$ cat config.mk
export PLATFORM = sky130hd
export DESIGN_NAME = seq_alu
export DESIGN_NICKNAME = d
export VERILOG_FILES = /design/src/rtl/seq_alu_pkg.sv /design/src/rtl/seq_alu_mul_div_iter.sv /design/src/rtl/seq_alu.sv
export SDC_FILE = /design/constraint.sdc
export NUM_CORES = 1
export LEC_CHECK = 0
export CORE_ASPECT_RATIO = 0.9
export CORE_MARGIN = 2
export CORE_UTILIZATION = 40
export CTS_CLUSTER_DIAMETER = 80
export DETAILED_ROUTE_END_ITERATION = 8
export PLACE_DENSITY = 0.68
export SYNTH_ARGS = -nofsm -noshare
export SYNTH_HDL_FRONTEND = slang
export SYNTH_SLANG_ARGS = --single-unit
$ cat constraint.sdc
create_clock -name clk -period 2.8 [get_ports clk]
set_clock_uncertainty 0.2 [all_clocks]
set_input_delay 0.84 -clock clk [delete_from_list [all_inputs] [get_ports clk]]
set_output_delay 0.84 -clock clk [all_outputs]
set_load 0.02 [all_outputs]
$ cat src/rtl/seq_alu_pkg.sv
// Shared types and constants for the sequential ALU: op codes, FSM states
// and flag bit positions.
package seq_alu_pkg;

  localparam int unsigned OP_W   = 4;
  localparam int unsigned FLAG_W = 4;

  localparam int unsigned FLAG_N = 3;
  localparam int unsigned FLAG_Z = 2;
  localparam int unsigned FLAG_C = 1;
  localparam int unsigned FLAG_V = 0;

  typedef enum logic [OP_W-1:0] {
    OP_ADD = 4'd0,
    OP_SUB = 4'd1,
    OP_AND = 4'd2,
    OP_OR  = 4'd3,
    OP_XOR = 4'd4,
    OP_SHL = 4'd5,
    OP_SHR = 4'd6,
    OP_MUL = 4'd7,
    OP_DIV = 4'd8,
    OP_MOD = 4'd9
  } op_e;

  typedef enum logic [1:0] {
    S_IDLE,
    S_EXEC,
    S_ITER,
    S_DONE
  } state_e;

  // Multi-cycle ops run through the iterative unit.
  function automatic logic is_iter_op(input logic [OP_W-1:0] op);
    return (op == OP_MUL) || (op == OP_DIV) || (op == OP_MOD);
  endfunction

endpackage

$ cat src/rtl/seq_alu_mul_div_iter.sv
// Iterative N-step shift-add multiplier / restoring divider. Outputs are the
// next-step values so the caller can register the final step on the same edge.
module mul_div_iter
  import seq_alu_pkg::*;
#(
  parameter int unsigned N = 8
) (
  input  logic            clk,
  input  logic            reset,
  input  logic            start_i,
  input  logic [OP_W-1:0] op_i,
  input  logic [N-1:0]    a_i,
  input  logic [N-1:0]    b_i,
  output logic            done_c,
  output logic [N-1:0]    lo_c,
  output logic [N-1:0]    hi_c
);

  localparam int unsigned CW = $clog2(N) + 1;

  logic          active_q, active_d;
  logic          is_mul_q, is_mul_d;
  logic [CW-1:0] cnt_q, cnt_d;
  logic [N-1:0]  hi_q, hi_d;
  logic [N-1:0]  lo_q, lo_d;
  logic [N-1:0]  m_q, m_d;

  logic [N:0]    mul_sum;
  logic [N:0]    div_shift;
  logic [N+1:0]  div_diff;
  logic [N-1:0]  hi_step, lo_step;

  // One step: {hi,lo} is the product accumulator for MUL, {rem,quotient} for DIV.
  always_comb begin
    mul_sum   = {1'b0, hi_q} + (lo_q[0] ? {1'b0, m_q} : (N+1)'(0));
    div_shift = {hi_q, lo_q[N-1]};
    div_diff  = {1'b0, div_shift} - {2'b00, m_q};
    if (is_mul_q) begin
      hi_step = mul_sum[N:1];
      lo_step = {mul_sum[0], lo_q[N-1:1]};
    end else if (!div_diff[N+1]) begin
      hi_step = div_diff[N-1:0];
      lo_step = {lo_q[N-2:0], 1'b1};
    end else begin
      hi_step = div_shift[N-1:0];
      lo_step = {lo_q[N-2:0], 1'b0};
    end
  end

  always_comb begin
    active_d = active_q;
    is_mul_d = is_mul_q;
    cnt_d    = cnt_q;
    hi_d     = hi_q;
    lo_d     = lo_q;
    m_d      = m_q;
    if (start_i) begin
      active_d = 1'b1;
      is_mul_d = (op_i == OP_MUL);
      cnt_d    = '0;
      hi_d     = '0;
      lo_d     = a_i;
      m_d      = b_i;
    end else if (active_q) begin
      hi_d  = hi_step;
      lo_d  = lo_step;
      cnt_d = cnt_q + CW'(1);
      if (cnt_q == CW'(N - 1)) active_d = 1'b0;
    end
  end

  always_ff @(posedge clk or posedge reset) begin
    if (reset) begin
      active_q <= 1'b0;
      is_mul_q <= 1'b0;
      cnt_q    <= '0;
      hi_q     <= '0;
      lo_q     <= '0;
      m_q      <= '0;
    end else begin
      active_q <= active_d;
      is_mul_q <= is_mul_d;
      cnt_q    <= cnt_d;
      hi_q     <= hi_d;
      lo_q     <= lo_d;
      m_q      <= m_d;
    end
  end

  assign done_c = active_q && (cnt_q == CW'(N - 1));
  assign lo_c   = lo_step;
  assign hi_c   = hi_step;

endmodule

$ cat src/rtl/seq_alu.sv
// Sequential ALU: single-cycle ops in EXEC, MUL/DIV/MOD through the iterative
// unit in ITER; result and flags are registered and held until the next op.
module seq_alu
  import seq_alu_pkg::*;
#(
  parameter int unsigned N = 8
) (
  input  logic              clk,
  input  logic              reset,
  input  logic              start,
  input  logic [N-1:0]      a,
  input  logic [N-1:0]      b,
  input  logic [OP_W-1:0]   sel,
  output logic [N-1:0]      result,
  output logic [FLAG_W-1:0] flags,
  output logic              busy,
  output logic              done
);

  state_e              state_q, state_d;
  logic [N-1:0]        a_q, a_d, b_q, b_d;
  logic [OP_W-1:0]     op_q, op_d;
  logic [N-1:0]        result_q, result_d;
  logic [FLAG_W-1:0]   flags_q, flags_d;
  logic                busy_q, busy_d, done_q, done_d;

  logic [N:0]          add_ext, sub_ext, shl_ext, shr_ext;
  logic [2:0]          sh;
  logic [N-1:0]        alu_res;
  logic                alu_c, alu_v;

  logic                iter_start_c, iter_done_c;
  logic [N-1:0]        iter_lo, iter_hi;
  logic [N-1:0]        it_res;
  logic                it_c, it_v;

  assign iter_start_c = (state_q == S_IDLE) && start && is_iter_op(sel);

  mul_div_iter #(.N(N)) u_iter (
    .clk     (clk),
    .reset   (reset),
    .start_i (iter_start_c),
    .op_i    (sel),
    .a_i     (a),
    .b_i     (b),
    .done_c  (iter_done_c),
    .lo_c    (iter_lo),
    .hi_c    (iter_hi)
  );

  // Single-cycle datapath on the captured operands.
  always_comb begin
    sh      = b_q[2:0];
    add_ext = {1'b0, a_q} + {1'b0, b_q};
    sub_ext = {1'b0, a_q} - {1'b0, b_q};
    shl_ext = {1'b0, a_q} << sh;
    shr_ext = {a_q, 1'b0} >> sh;
    alu_res = '0;
    alu_c   = 1'b0;
    alu_v   = 1'b0;
    case (op_q)
      OP_ADD: begin
        alu_res = add_ext[N-1:0];
        alu_c   = add_ext[N];
        alu_v   = (a_q[N-1] == b_q[N-1]) && (add_ext[N-1] != a_q[N-1]);
      end
      OP_SUB: begin
        alu_res = sub_ext[N-1:0];
        alu_c   = sub_ext[N];
        alu_v   = (a_q[N-1] != b_q[N-1]) && (sub_ext[N-1] != a_q[N-1]);
      end
      OP_AND: alu_res = a_q & b_q;
      OP_OR:  alu_res = a_q | b_q;
      OP_XOR: alu_res = a_q ^ b_q;
      OP_SHL: begin
        alu_res = shl_ext[N-1:0];
        alu_c   = shl_ext[N];
      end
      OP_SHR: begin
        alu_res = shr_ext[N:1];
        alu_c   = shr_ext[0];
      end
      default: ;
    endcase
  end

  // Final-step result selection for the iterative ops.
  always_comb begin
    it_res = iter_lo;
    it_c   = 1'b0;
    it_v   = 1'b0;
    case (op_q)
      OP_MUL: it_c = |iter_hi;
      OP_DIV: it_v = (b_q == '0);
      OP_MOD: begin
        it_res = iter_hi;
        it_v   = (b_q == '0);
      end
      default: ;
    endcase
  end

  always_comb begin
    state_d  = state_q;
    a_d      = a_q;
    b_d      = b_q;
    op_d     = op_q;
    result_d = result_q;
    flags_d  = flags_q;
    case (state_q)
      S_IDLE: begin
        if (start) begin
          a_d     = a;
          b_d     = b;
          op_d    = sel;
          state_d = is_iter_op(sel) ? S_ITER : S_EXEC;
        end
      end
      S_EXEC: begin
        result_d        = alu_res;
        flags_d[FLAG_N] = alu_res[N-1];
        flags_d[FLAG_Z] = (alu_res == '0);
        flags_d[FLAG_C] = alu_c;
        flags_d[FLAG_V] = alu_v;
        state_d         = S_DONE;
      end
      S_ITER: begin
        if (iter_done_c) begin
          result_d        = it_res;
          flags_d[FLAG_N] = it_res[N-1];
          flags_d[FLAG_Z] = (it_res == '0);
          flags_d[FLAG_C] = it_c;
          flags_d[FLAG_V] = it_v;
          state_d         = S_DONE;
        end
      end
      S_DONE:  state_d = S_IDLE;
      default: state_d = S_IDLE;
    endcase
    busy_d = (state_d == S_EXEC) || (state_d == S_ITER);
    done_d = (state_d == S_DONE);
  end

  always_ff @(posedge clk or posedge reset) begin
    if (reset) begin
      state_q  <= S_IDLE;
      a_q      <= '0;
      b_q      <= '0;
      op_q     <= '0;
      result_q <= '0;
      flags_q  <= '0;
      busy_q   <= 1'b0;
      done_q   <= 1'b0;
    end else begin
      state_q  <= state_d;
      a_q      <= a_d;
      b_q      <= b_d;
      op_q     <= op_d;
      result_q <= result_d;
      flags_q  <= flags_d;
      busy_q   <= busy_d;
      done_q   <= done_d;
    end
  end

  assign result = result_q;
  assign flags  = flags_q;
  assign busy   = busy_q;
  assign done   = done_q;

endmodule

==> results of run 1 <==
-- layout by cell type, fill, tap and decap left out, types with 6 or more instances in the layout --
master           netlist  layout
a21oi_2                0       7
mux4_2                 9       9
buf_4                  1     139
a21oi_1               37      28
nand2b_1               8       7
nor2_1                51      47
o21ai_0               63      56
xnor2_1                8       8
and2_1                10       9
a211oi_1              11       6
clkdlybuf4s50_1        0      36
ha_1                  47      40
clkbuf_16              0       9
nor4_1                 7       7
dfrtp_1               65      61
nand2_1               67      66
xor2_1                 7       7
mux2i_1               30      28
inv_1                 48      43
nand3_1                6       6
mux2_2                24      23
-- metal layers --
layer  vias up  global-route usage (%)  wire length (um)
li1       2710                       -                 -
met1      2885                   36.35              8926
met4         0                   6.318               337
met3        34                   3.818              1407
met5         -                       0                 0
met2       275                   37.66              8737
-- sequential cells by signal (all words and copies together) (netlist names), 2 cells and up --
name          flops
flags             3
u_iter.cnt_q      4
u_iter.m_q        8
u_iter.lo_q       8
state_q           2
result            8
op_q              4
b_q               8
a_q               8
u_iter.hi_q       8
-- cell families (layout without fill, tap and decap cells) --
logic type / Yosys count / in the layout
and+or+nand+nor: 198 / 198
xor gates and xnor gates: 15 / 15
DFF: 65 / 65
muxes: 63 / 63
adders and majority gates: 51 / 51
buffers and inverters: 90 / 242
AOI/OAI and AO/OA: 186 / 186
-- final timing paths --
kind                                             from                         to  slack, ns
max                        u_iter.lo_q[7]$_DFFE_PP0P_       flags[1]$_DFFE_PP0P_      -0.20
max reg2reg                u_iter.lo_q[7]$_DFFE_PP0P_       flags[1]$_DFFE_PP0P_      -0.20
max in group asynchronous                       reset        op_q[2]$_DFFE_PP0P_       1.42
min reg2reg                     result[3]$_DFFE_PP0P_      result[3]$_DFFE_PP0P_       0.28
min in group asynchronous                       reset  u_iter.m_q[0]$_DFFE_PP0P_       0.70
min                             result[3]$_DFFE_PP0P_      result[3]$_DFFE_PP0P_       0.28
-- final cells by class --
type | instances | share of cell area (%)
repair buffers | 179 | 18.34
well taps | 193 | 3.020
inverters | 49 | 2.316
flip-flops and latches | 65 | 20.41
clock buffers | 11 | 2.911
multi-input cells | 513 | 52.75
clock inverters | 3 | 0.2504
-- per-stage QoR --
stage	hold WS, ns	std cells
after floorplan	0.3016	668
after global placement	0.2544	992
after detailed placement	0.2676	992
after CTS	0.2790	1010
after global routing	0.3052	1013
final	0.2768	1013
-- critical path, cell delays in order (launching register included) --
cell and delay [ns]:
dfrtp_1 0.38, inv_2 0.08, ha_4 0.13, inv_2 0.04, fa_2 0.36, a21o_2 0.22
a211oi_4 0.23, a21oi_4 0.06, mux2i_2 0.21, a21oi_2 0.09, or4b_4 0.54, o31ai_4 0.24
nand3_1 0.09
-- repair_timing --
action / in CTS / in global routing
resized for setup: 42 / 49
setup buffers: 4 / 4
endpoints found under the setup margin: 35 / 12
pin swaps: 17 / 19
-- Yosys cell counts (5+ instances only) --
cell and count:
a211oi_1 11, a21oi_1 37, and2_1 10, buf_1 6
buf_2 9, clkbuf_1 19, dfrtp_1 65, ha_1 47
inv_1 48, mux2_2 24, mux2i_1 30, mux4_2 9
nand2_1 67, nand2b_1 8, nand3_1 6, nand3b_1 5
nor2_1 51, nor3_1 7, nor4_1 7, o211ai_1 5
o21ai_0 63, o21bai_1 6, o221ai_1 5, or3_1 5
xnor2_1 8, xor2_1 7
==> metrics, run 1 <==
status=finished with violations; failing checks=negative setup slack; die extent in y=118.7 um; CP max FO=3; Rows=41; Post-Route Utilization=56.47%; Area contributors post-synth=dfrtp_1, ha_1, o21ai_0; Ports=37; worst slew pin tran=0.7067 ns; CTS buffer count=9; period utilization=107.0%; Distinct cells, synth=85; nets=891; Initial Util=41.30%; final-report max-slew violation count=0; footprint of the multi-input gates=4218 um^2; first-pass iteration count of the detailed router=7; Final Hold Viols=0; post-synthesis compound-gate area fraction=21.08%; clock net sink count=65; TritonCTS clock tree=done; Root Driver=clkbuf_16; mapped cell area=5847 um^2; RD Place Congestion=0.9421; DR vias=5904; EDFF count, synth=0; Reg2Reg Depth=12; # Max-Cap Violations=0; deepest clock path buffer count=2; largest net degree at the start of global routing=66; syn_nets=742; top cell type's share of synthesized area=27.82%; Register Area=1632 um^2; Hold-fix buffers, CTS=0; largest family of logic cells by synthesized area=compound AO/OA/AOI/OAI gates; Synth Instances=668; sequential area share after synthesis=27.82%; Synth Register Bits=65; Synth Area in XOR/XNOR=2.247%; yosys warns=0; clock slew at reported path FFs=0.05 ns; DP Worst Slack=-0.5573 ns; TNS Setup=-0.4706 ns; clock latency at the later pin of the worst-skew pair=0.33 ns; Total Routing Usage GR=24.66%; initial DRC count=625; hpwl dp=14.90 mm; CP required=2.80 ns; final WL=19.41 mm; multiplexer share of the synthesized area=13.22%; DP Area=7298 um^2; Post-Syn Area per Cell=8.753 um^2; Area growth, synth to finish=36.74%; adder-cell share of the synthesized area=11.43%; gr ovfl total=0; Post-synth ARST share=100.0%; vias in the first global route=5707; Synth Area in Simple Gates=17.38%; Peak Freq=0.3337 GHz; cell taking the most area after synthesis=dfrtp_1; hold path depth=1; DRC=0; crit path DAT=3.00 ns; fraction of layout cells with a size suffix above 1=33.54%; CP Launch Type=register; core area=14160 um^2; port bufs=36; Ant. Diodes=0; worst setup path class=reg -> reg; Die W=131.4 um; die area=15600 um^2; mean routed wirelength per cell=19.16 um; minimum clock period=2.997 ns; final setup vio count=5; Hold Crit Class=reg -> reg; Vias/cell=5.828; fillers=1268; RSZ-0062 raised after global routing=yes; H-Tree Depth=3; first-pass GRT wire length=30.58 mm; ys flop type=dfrtp_1; relative slew slack=52.22%; fin worst setup slack=-0.1968 ns; Design Area, Final=7995 um^2; antenna-violating nets left=0; critical path endpoint category=register; antenna violations before repair=0
Power of run 1 is not shown: default switching activity piles up to over one toggle a cycle in this logic, so the estimate is an artifact.
==> inputs of run 2 (changes only) <==
- ABC_CLOCK_PERIOD_IN_PS: unset -> 2800
==> results of run 2 <==
The final DEF is identical to that of run 1; final timing and power are the same.
Power of run 2 is left out for the same reason.
